**src/rtl/contador_pkg.sv**
```systemverilog
// contador_pkg: shared types and reset defaults for the bouncing-counter
// sequencer.
//   mode_t  : traversal mode as carried on cfg_mode (RSVD behaves as BOUNCE)
//   state_t : sequencer FSM states
//   DEF_*   : reset values of the registered run configuration
//   to_mode : maps a raw 2-bit cfg_mode to the mode that is actually run
package contador_pkg;

  typedef enum logic [1:0] {
    BOUNCE    = 2'd0,
    UP_WRAP   = 2'd1,
    DOWN_WRAP = 2'd2,
    RSVD      = 2'd3
  } mode_t;

  typedef enum logic [1:0] {
    IDLE = 2'd0,
    UP   = 2'd1,
    DOWN = 2'd2
  } state_t;

  // Reset configuration spans the full counter range in BOUNCE mode with an
  // unlimited pass count, reproducing the free-running 0..max..0 bounce.
  // The limits are width-dependent, so they are given as fill bits.
  localparam logic  DEF_LOW_FILL  = 1'b0;
  localparam logic  DEF_HIGH_FILL = 1'b1;
  localparam mode_t DEF_MODE      = BOUNCE;
  localparam int    DEF_PASSES    = 0;

  // Reserved encoding is stored as BOUNCE so the FSM never has to see it.
  function automatic mode_t to_mode(input logic [1:0] raw);
    mode_t m;
    case (raw)
      2'd1:    m = UP_WRAP;
      2'd2:    m = DOWN_WRAP;
      default: m = BOUNCE;
    endcase
    return m;
  endfunction

endpackage

```
**src/rtl/contador_datapath.sv**
```systemverilog
// contador_datapath: W-bit counter register with load and up/down step, plus
// compare flags against the programmed limits.
//   clock, reset      : rising-edge clock, async active-high reset (value=0)
//   load, load_val    : load has priority over counting
//   en, dir           : step by one when en; dir=0 up, dir=1 down (mod 2^W)
//   low, high         : limits used only for the compare outputs
//   value             : current count
//   at_low, at_high   : value equals low / high
module contador_datapath #(
  parameter int W = 4
) (
  input  logic         clock,
  input  logic         reset,
  input  logic         load,
  input  logic [W-1:0] load_val,
  input  logic         en,
  input  logic         dir,
  input  logic [W-1:0] low,
  input  logic [W-1:0] high,
  output logic [W-1:0] value,
  output logic         at_low,
  output logic         at_high
);

  // NOTE: state registers use non-blocking assignments so every flop samples
  // pre-edge values regardless of block ordering.
  always_ff @(posedge clock or posedge reset) begin
    if (reset) begin
      value <= '0;
    end else if (load) begin
      value <= load_val;
    end else if (en) begin
      value <= dir ? value - W'(1) : value + W'(1);
    end
  end

  assign at_low  = (value == low);
  assign at_high = (value == high);

endmodule

```
**src/rtl/contador_seq_ctrl.sv**
```systemverilog
// contador_seq_ctrl: sequencer/configurator for the up/down bouncing counter.
// A configuration (limits, mode, pass count) is accepted over cfg_valid/
// cfg_ready while IDLE; start runs the counter between the limits, stop
// aborts, and done pulses when the programmed number of passes completes.
//   clock, reset               : rising-edge clock, async active-high reset
//   cfg_valid/cfg_ready        : config handshake (ready only in IDLE)
//   cfg_low/high/mode/passes   : offered configuration
//   cfg_err                    : one-cycle pulse after a config with low>high
//   start, stop                : run control
//   busy, done                 : running / run-complete pulse
//   saida, dir, pass_cnt       : counter value, direction, passes completed
// Optional build macro CONTADOR_PAUSE_EN adds input pause, which freezes a
// running sequence (stop still aborts). Default build has no pause port.
module contador_seq_ctrl
  import contador_pkg::*;
#(
  parameter int W      = 4,
  parameter int PASS_W = 8
) (
  input  logic              clock,
  input  logic              reset,
  input  logic              cfg_valid,
  output logic              cfg_ready,
  input  logic [W-1:0]      cfg_low,
  input  logic [W-1:0]      cfg_high,
  input  logic [1:0]        cfg_mode,
  input  logic [PASS_W-1:0] cfg_passes,
  output logic              cfg_err,
  input  logic              start,
  input  logic              stop,
  output logic              busy,
  output logic              done,
  output logic [W-1:0]      saida,
  output logic              dir,
  output logic [PASS_W-1:0] pass_cnt
`ifdef CONTADOR_PAUSE_EN
  ,
  input  logic              pause
`endif
);

  state_t              state, state_nxt;
  logic                dir_nxt;
  logic [PASS_W-1:0]   pass_nxt;
  logic                done_nxt;

  logic [W-1:0]        low_r, high_r;
  mode_t               mode_r;
  logic [PASS_W-1:0]   passes_r;

  logic                cfg_fire, cfg_bad, cfg_ok, start_go, frozen;
  logic [W-1:0]        eff_low, eff_high;
  mode_t               eff_mode;

  logic                dp_load, dp_en, dp_dir;
  logic [W-1:0]        dp_load_val;
  logic                at_low, at_high, endpoint;

  assign cfg_ready = (state == IDLE);
  assign busy      = (state != IDLE);

  assign cfg_fire  = cfg_valid && cfg_ready;
  assign cfg_bad   = cfg_fire && (cfg_low > cfg_high);
  assign cfg_ok    = cfg_fire && !cfg_bad;
  // A rejected config also suppresses a start offered at the same edge.
  assign start_go  = start && (state == IDLE) && !cfg_bad;

  // A start accepted together with a good config runs the incoming values.
  assign eff_low   = cfg_ok ? cfg_low          : low_r;
  assign eff_high  = cfg_ok ? cfg_high         : high_r;
  assign eff_mode  = cfg_ok ? to_mode(cfg_mode) : mode_r;

`ifdef CONTADOR_PAUSE_EN
  assign frozen = pause;
`else
  assign frozen = 1'b0;
`endif

  contador_datapath #(.W(W)) u_datapath (
    .clock    (clock),
    .reset    (reset),
    .load     (dp_load),
    .load_val (dp_load_val),
    .en       (dp_en),
    .dir      (dp_dir),
    .low      (low_r),
    .high     (high_r),
    .value    (saida),
    .at_low   (at_low),
    .at_high  (at_high)
  );

  // NOTE: every signal this block writes gets a default first, so no path
  // leaves one unassigned and no latch is inferred.
  always_comb begin
    state_nxt   = state;
    dir_nxt     = dir;
    pass_nxt    = pass_cnt;
    done_nxt    = 1'b0;
    dp_load     = 1'b0;
    dp_load_val = eff_low;
    dp_en       = 1'b0;
    dp_dir      = (state == DOWN);
    endpoint    = (state == UP) ? at_high : at_low;

    case (state)
      IDLE: begin
        if (start_go) begin
          pass_nxt = '0;
          dp_load  = 1'b1;
          if (eff_mode == DOWN_WRAP) begin
            state_nxt   = DOWN;
            dir_nxt     = 1'b1;
            dp_load_val = eff_high;
          end else begin
            state_nxt   = UP;
            dir_nxt     = 1'b0;
            dp_load_val = eff_low;
          end
        end
      end

      UP, DOWN: begin
        // stop takes priority over both pause and a pass completion.
        if (stop) begin
          state_nxt = IDLE;
        end else if (!frozen) begin
          if (!endpoint) begin
            dp_en = 1'b1;
          end else begin
            if (state == UP && mode_r == UP_WRAP) begin
              dp_load     = 1'b1;
              dp_load_val = low_r;
            end else if (state == DOWN && mode_r == DOWN_WRAP) begin
              dp_load     = 1'b1;
              dp_load_val = high_r;
            end else begin
              // Bounce: value dwells one cycle at the limit, direction flips.
              dir_nxt   = (state == UP);
              state_nxt = (state == UP) ? DOWN : UP;
            end
            pass_nxt = (pass_cnt == '1) ? pass_cnt : pass_cnt + PASS_W'(1);
            if (passes_r != '0 && pass_nxt == passes_r) begin
              state_nxt = IDLE;
              done_nxt  = 1'b1;
            end
          end
        end
      end

      default: state_nxt = IDLE;
    endcase
  end

  // NOTE: the configuration registers are reset along with the FSM so a
  // reset mid-run always restores the full-range free-running bounce.
  always_ff @(posedge clock or posedge reset) begin
    if (reset) begin
      state    <= IDLE;
      dir      <= 1'b0;
      pass_cnt <= '0;
      done     <= 1'b0;
      cfg_err  <= 1'b0;
      low_r    <= {W{DEF_LOW_FILL}};
      high_r   <= {W{DEF_HIGH_FILL}};
      mode_r   <= DEF_MODE;
      passes_r <= PASS_W'(DEF_PASSES);
    end else begin
      state    <= state_nxt;
      dir      <= dir_nxt;
      pass_cnt <= pass_nxt;
      done     <= done_nxt;
      cfg_err  <= cfg_bad;
      if (cfg_ok) begin
        low_r    <= cfg_low;
        high_r   <= cfg_high;
        mode_r   <= to_mode(cfg_mode);
        passes_r <= cfg_passes;
      end
    end
  end

endmodule
```
**config.mk**
```make
export PLATFORM = sky130hd
export DESIGN_NAME = contador_seq_ctrl
export DESIGN_NICKNAME = d
export VERILOG_FILES = /design/src/rtl/contador_pkg.sv /design/src/rtl/contador_datapath.sv /design/src/rtl/contador_seq_ctrl.sv
export SDC_FILE = /design/constraint.sdc
export NUM_CORES = 1
export LEC_CHECK = 0
export CELL_PAD_IN_SITES_DETAIL_PLACEMENT = 1
export CELL_PAD_IN_SITES_GLOBAL_PLACEMENT = 1
export CORE_MARGIN = 4
export CORE_UTILIZATION = 43
export CTS_CLUSTER_DIAMETER = 100
export DETAILED_ROUTE_END_ITERATION = 8
export HOLD_SLACK_MARGIN = 0.03
export PLACE_DENSITY_LB_ADDON = 0.1
export SYNTH_ARGS = -nofsm -noshare
export SYNTH_HDL_FRONTEND = slang
export SYNTH_SLANG_ARGS = --single-unit
```
**constraint.sdc**
```tcl
create_clock -name clock -period 6.1 [get_ports clock]
set_clock_uncertainty 0.05 [all_clocks]
set_input_delay 1.83 -clock clock [delete_from_list [all_inputs] [get_ports clock]]
set_output_delay 1.83 -clock clock [all_outputs]
set_load 0.02 [all_outputs]
```
==> results of run 1 <==
==> area by class of cell <==
type / count / area (um^2) / share of cell area, %
Clock buffer: 5 / 68.82 / 2.179
Clock inverter: 3 / 23.77 / 0.7528
Inverter: 17 / 63.81 / 2.021
Multi-Input combinational cell: 254 / 1614 / 51.11
Sequential cell: 35 / 880.8 / 27.89
Tap cell: 75 / 93.84 / 2.971
Timing Repair Buffer: 42 / 412.9 / 13.07
==> worst max-delay path, stage by stage <==
cell,delay [ps]
clkdlybuf4s50_1,470
inv_1,50
ha_1,300
nor2b_1,150
o21bai_1,270
a21oi_1,230
a21o_1,320
a21oi_1,630
mux2_2,410
o31ai_1,60
==> power by group through the flow <==
stage / Sequential (mW) / Clock [mW] / Combinational, mW
floorplan: 0.437 / 0 / 0.623
detailed placement: 0.450 / 0 / 0.875
finish: 0.446 / 0.183 / 0.880
global placement: 0.450 / 0 / 0.856
CTS: 0.445 / 0.187 / 0.881
global route: 0.459 / 0.198 / 0.974
==> worst max path at each step <==
stage / start / to / slack, ps / cells past startpoint
3_3_place_gp: cfg_high[1] / u_datapath.value[0]$_DFFE_PP0P_ / 1370 / 10
6_report: cfg_high[1] / u_datapath.value[0]$_DFFE_PP0P_ / 1530 / 10
2_1_floorplan: cfg_high[1] / u_datapath.value[3]$_DFFE_PP0P_ / 2090 / 10
3_5_place_dp: cfg_high[1] / u_datapath.value[0]$_DFFE_PP0P_ / 1280 / 10
4_1_cts: cfg_high[1] / u_datapath.value[0]$_DFFE_PP0P_ / 1550 / 10
5_1_grt: cfg_high[1] / u_datapath.value[0]$_DFFE_PP0P_ / 1320 / 10
==> cells by family (layout without fill, tap and decap cells) <==
kind of cell             count (synthesis)  count (layout)  synth area share, %
AO/OA/AOI/OAI                           85              85                22.03
XOR/XNOR                                13              13                4.321
adder cells (fa/ha/maj)                 12              12                5.983
buffers and inverters                   33              67                5.318
flip-flops                              35              35                33.43
multiplexers                             9               9                3.609
AND/OR/NAND/NOR                        135             135                25.31
==> placed cells by master (no fill, tap or decap), drive strengths merged, types with 5 or more instances in the layout <==
cell            n
clkdlybuf4s50  39
nand4           6
nor4            5
inv            18
o21ai          14
dfrtp          31
clkbuf          5
nand2b          7
mux2i           5
o211ai          6
nor2           20
a21oi          18
xnor2           8
nand3           8
a31oi           5
and2            6
ha             11
o22ai           6
a21o            5
xor2            5
nor3            7
nand2          55
==> metal layers <==
metal  track usage [%]  vias up
met5                 0        -
met4             6.232        0
met3             2.471       14
met2             33.57       65
met1             29.48     1185
li1                  -     1225
==> flip-flops by register name (all words and copies together), names as in the netlist <==
signal            cells
cfg_err               1
dir                   1
done                  1
high_r                4
low_r                 4
mode_r                2
pass_cnt              8
passes_r              8
state                 2
u_datapath.value      4
==> metrics by stage <==
step | std cells | setup WS (ps) | util, % | power [mW]
after floorplan | 322 | 2086 | - | 1.061
after global placement | 423 | 1368 | 51.78 | 1.305
after detailed placement | 423 | 1285 | 51.78 | 1.325
after CTS | 431 | 1548 | 53.34 | 1.513
after global routing | 431 | 1321 | 53.34 | 1.631
final | 431 | 1531 | 53.34 | 1.509
==> impl_metrics.tcl, run 1 <==
set metrics [dict create \
    cts_tree "done" \
    cts_buffers 5 \
    dp_hpwl_um 5633 \
    worst_pin_slew_ps 754.9 \
    path_clk_slew_ps 90 \
    slew_headroom_pct 49.67 \
    synthToLayoutAreaGrowth_pct 19.85 \
    p_leak_nw 1.321 \
    drv_slew 0 \
    hold_viol_final 0 \
    yosysMostFrequentCell "nand2_1" \
    ir_drop_mv 0.3429 \
    fillers 724 \
    synth_area_um2 2635 \
    route.layer.met1.wl_um 3755 \
    crit_fanout 9 \
    grt_overflow_total 0 \
    clk_latency_ps 290 \
    grt_pass1_vias 2561 \
    synth_area_leaders "dfrtp_1 (29%), nand2_1 (7.8%), ha_1 (5.2%), dfstp_2 (4.0%), a21oi_1 (3.4%)" \
    drc 0 \
    rsz0062_at_grt "false" \
    syn_inst 322 \
    yosysWarnings 0 \
    r2r_start "state[1]$_DFFE_PP0P_" \
    first_pass_iters 4 \
    synth_area_leader_cell "dfrtp_1" \
    die_x_um 86.28 \
    ios 40 \
    synth.avg_cell_area_um2 8.183 \
    hold_start "high_r[0]$_DFF_PP1_" \
    power_switching_share_pct 46.81 \
    drt_iter0_drc 97 \
    setup.worst_path.start_class "input port" \
    ctsHoldBuffers 0 \
    ctsResizeCount 0 \
    grt_max_degree 36 \
    drtAntennaViolNets 0 \
    grt_pass1_wl_um 12410 \
    synth_cell_types 59 \
    p_sw_mw 0.7065 \
    p_clk_share_pct 12.1 \
    core_region_area_um2 5921 \
    drive_above_1_share_pct 7.865 \
    synth_fp_nets 357 \
    crit_type "input port to flip-flop" \
    r2r-end "pass_cnt[0]$_DFFE_PP0P_" \
    grt_antenna_before_repair 0 \
    antennaDiodeCount 0 \
    io_buffers 39 \
    postCtsSetupBuffers 0 \
    yosysSeqAreaShare_pct 33.43 \
    routed_via_density 5.775 \
    ys_seq_elements 35 \
    die_h_um 86.28 \
    setup_viol 0 \
    synth_top_area_share_pct 29.44 \
    min_period_ps 4569 \
    status "finished, final reports clean" \
    fin_nets 390 \
    worst_r2r_path_depth 10 \
    dr.max_layer_used "met4" \
    die_area_um2 7444 \
    async_reset_ff_share_pct 100.0 \
    post_dp_cell_area_um2 3065 \
    fmax_mhz 218.8 \
    cts.path.max_buffers 2 \
    min_to "high_r[0]$_DFF_PP1_" \
    place_congestion 0.8403 \
    synth_flop_cell "dfrtp_1" \
    fin_crit_sh_pct 74.91 \
    cts-root-buf "clkbuf_8" \
    start_util_pct 44.51 \
    track_usage_pct 20.87 \
    cts_htree_levels 2 \
    wl_met2_um 3318 \
    wl_per_cell_um 17.40 \
    p_int_mw 0.8027 \
    tns_ps 0 \
    seq_power_share_pct 29.6 \
    power.density_nw_per_um2 477.9 \
    min_delay_path_depth 2 \
    cts.sinks 35 \
    synth_common_cells "nand2_1 (55), dfrtp_1 (31), nor2_1 (20)" \
    hold_path.class "flip-flop to flip-flop" \
    met3_length_um 319 \
    std_cell_rows 28 \
    pwr-share-comb_pct 58.3 \
    worstPathRequired_ps 6260 \
    cp.arrival_ps 4730 \
    critPathCaptureType "flip-flop" \
    num_vias 2489 \
    ff2ff_setup_slack_ps 3090 \
    synth_edf_count 0 \
    design_area_um2 3158 \
    cap_violations 0 \
    hold_ws_ps 453.4 \
    drt_wl_total_um 7498 \
]
Power figures use the tool's default switching activity.
==> inputs of run 2 (changes only) <==
--- a/config.mk
+++ b/config.mk
@@ -8,7 +8,7 @@
 export CELL_PAD_IN_SITES_DETAIL_PLACEMENT = 1
 export CELL_PAD_IN_SITES_GLOBAL_PLACEMENT = 1
 export CORE_MARGIN = 4
-export CORE_UTILIZATION = 43
+export CORE_UTILIZATION = 41
 export CTS_CLUSTER_DIAMETER = 100
 export DETAILED_ROUTE_END_ITERATION = 8
 export HOLD_SLACK_MARGIN = 0.03
==> constraint.sdc (replaced) <==
create_clock -name clock -period 4.65 [get_ports clock]
set_clock_uncertainty 0.05 [all_clocks]
set_input_delay 1.395 -clock clock [delete_from_list [all_inputs] [get_ports clock]]
set_output_delay 1.395 -clock clock [all_outputs]
set_load 0.02 [all_outputs]
==> impl_metrics.tcl, run 2 (synthesis results as in run 1) <==
set metrics [dict create \
    num_vias 2479 \
    status "finished, final reports clean" \
    synthToLayoutAreaGrowth_pct 21.18 \
    p_leak_nw 1.348 \
    core_region_area_um2 6061 \
    hold_viol_final 0 \
    use_met2_pct 33.11 \
    grt_pass1_vias 2607 \
    crit_chain "clkdlybuf4s50_1 > inv_1 > ha_1 > nor2b_1 > o21bai_1 > a21oi_1 > a21o_1 > a22oi_1 > buf_4 > a31oi_1 > o221a_2" \
    fin_nets 392 \
    cts-root-buf "clkbuf_8" \
    mostFrequentLayoutCells "nand2_1 (55), clkdlybuf4s50_1 (39), dfrtp_1 (31)" \
    cts.sinks 35 \
    grt_max_degree 25 \
    grt_antenna_before_repair 0 \
    ir_drop_mv 0.3887 \
    antennaDiodeCount 0 \
    std_cell_rows 28 \
    dp_hpwl_um 5977 \
    drt_wl_total_um 7569 \
    grt_use_met1_pct 30.09 \
    die_x_um 88.17 \
    wl_per_cell_um 17.48 \
    io_buffers 39 \
    worst_pin_slew_ps 907.7 \
    tns_ps 0 \
    design_area_um2 3193 \
    rsz0062_at_grt "false" \
    pwr-share-comb_pct 57.1 \
    crit_slowest_cell "clkdlybuf4s50_1" \
    drive_above_1_share_pct 8.380 \
    cp.arrival_ps 3990 \
    fillers 739 \
    drv_slew 0 \
    cts_htree_levels 2 \
    critPathCaptureType "flip-flop" \
    p_clk_share_pct 13.6 \
    cts.path.max_buffers 2 \
    power_switching_share_pct 45.12 \
    drc 0 \
    hold_path.class "flip-flop to flip-flop" \
    ctsHoldBuffers 0 \
    path_clk_slew_ps 80 \
    crit_type "input port to flip-flop" \
    track_usage_pct 20.80 \
    ctsResizeCount 0 \
    grt_use_met3_pct 3.481 \
    seq_area_um2 880.8 \
    drtAntennaViolNets 0 \
    die_area_um2 7773 \
    grt-busiest-layer "met2" \
    worstPathRequired_ps 4780 \
    cap_violations 0 \
    cts_buffers 5 \
    die_h_um 88.17 \
    first_pass_iters 4 \
    grt_pass1_wl_um 12810 \
    path_buf_inv 3 \
    drt_iter0_drc 127 \
    fin_crit_sh_pct 83.14 \
    reg_top3 "pass_cnt (8), passes_r (8)" \
    max_stage_delay_ps 480 \
    cts_tree "done" \
    ios 40 \
    cpLargestDelayFamily "compound AO/OA/AOI/OAI gates" \
    slew_headroom_pct 39.42 \
    seq_power_share_pct 29.2 \
    p_int_mw 1.109 \
    clk_latency_ps 280 \
    setup_viol 0 \
    min_period_ps 3866 \
    fmax_mhz 258.7 \
    power.density_nw_per_um2 633.1 \
    grt_overflow_total 0 \
    crit_fanout 17 \
    setup.worst_path.start_class "input port" \
    routed_via_density 5.725 \
    p_sw_mw 0.9121 \
    postCtsSetupBuffers 0 \
    start_util_pct 43.48 \
    place_congestion 0.8577 \
    mostFrequentLayoutCell "nand2_1" \
    post_dp_cell_area_um2 3080 \
    finalPower_mw 2.021 \
    multi_input_area_um2 1614 \
]
-- run 2: cell types whose count changed in the layout (fill, tap and decap cells not counted), sizes merged --
cell	change
clkinvlp	-2
inv	-1
buf	+2
clkinv	+2
bufinv	+1
-- run 2: cell type report --
| cell class | count | area share [%] |
|---|---|---|
| multi-input combinational | 254 | 50.55 |
| sequential | 35 | 27.59 |
| timing repair buffer | 44 | 13.40 |
| tap | 75 | 2.939 |
| clock buffer | 5 | 2.155 |
| inverter | 17 | 1.998 |
| clock inverter | 3 | 1.371 |
-- run 2: final timing paths --
| kind | from | end | slack, ps | cells after the start |
|---|---|---|---|---|
| min | high_r[0]$_DFF_PP1_ | high_r[0]$_DFF_PP1_ | 450 | 2 |
| max reg2reg | pass_cnt[0]$_DFFE_PP0P_ | state[1]$_DFFE_PP0P_ | 1630 | 8 |
| max in group asynchronous | reset | pass_cnt[5]$_DFFE_PP0P_ | 2270 | 3 |
| min in group asynchronous | reset | passes_r[0]$_DFFE_PP0N_ | 1560 | 2 |
| max | cfg_high[1] | dir$_DFFE_PP0P_ | 780 | 11 |
| min reg2reg | high_r[0]$_DFF_PP1_ | high_r[0]$_DFF_PP1_ | 450 | 2 |
-- run 2: through the flow --
step / hold WS, ps / setup WS, ps / utilization [%] / instances
after CTS: 455.2 / 772.5 / 52.68 / 433
after floorplan: 401.0 / 1071 / - / 322
after global placement: 424.8 / 555.7 / 50.83 / 425
after global routing: 481.3 / 530.0 / 52.68 / 433
after detailed placement: 443.4 / 491.1 / 50.83 / 425
final: 454.3 / 783.8 / 52.68 / 433
-- run 2: per-layer routing --
layer / up-vias / wire length, um
met5: - / 0
met3: 4 / 384
met2: 62 / 3532
li1: 1225 / -
met4: 0 / 59
met1: 1188 / 3594
-- run 2: worst reg2reg max path: stages (launching register included) --
cell	delay, ps
dfrtp_1	490
ha_1	450
and4_1	370
nand4b_1	230
a221oi_1	350
o32ai_1	140
or4_4	470
a21o_1	200
a22oi_1	190
-- run 2: power by group through the flow --
stage          Clock (mW)  Sequential (mW)  Combinational, mW
6_report            0.276            0.591               1.15
3_3_place_gp            0            0.586               1.12
4_1_cts             0.283            0.589               1.17
5_1_grt             0.300            0.610               1.30
3_5_place_dp            0            0.594               1.16
2_1_floorplan           0            0.574              0.818
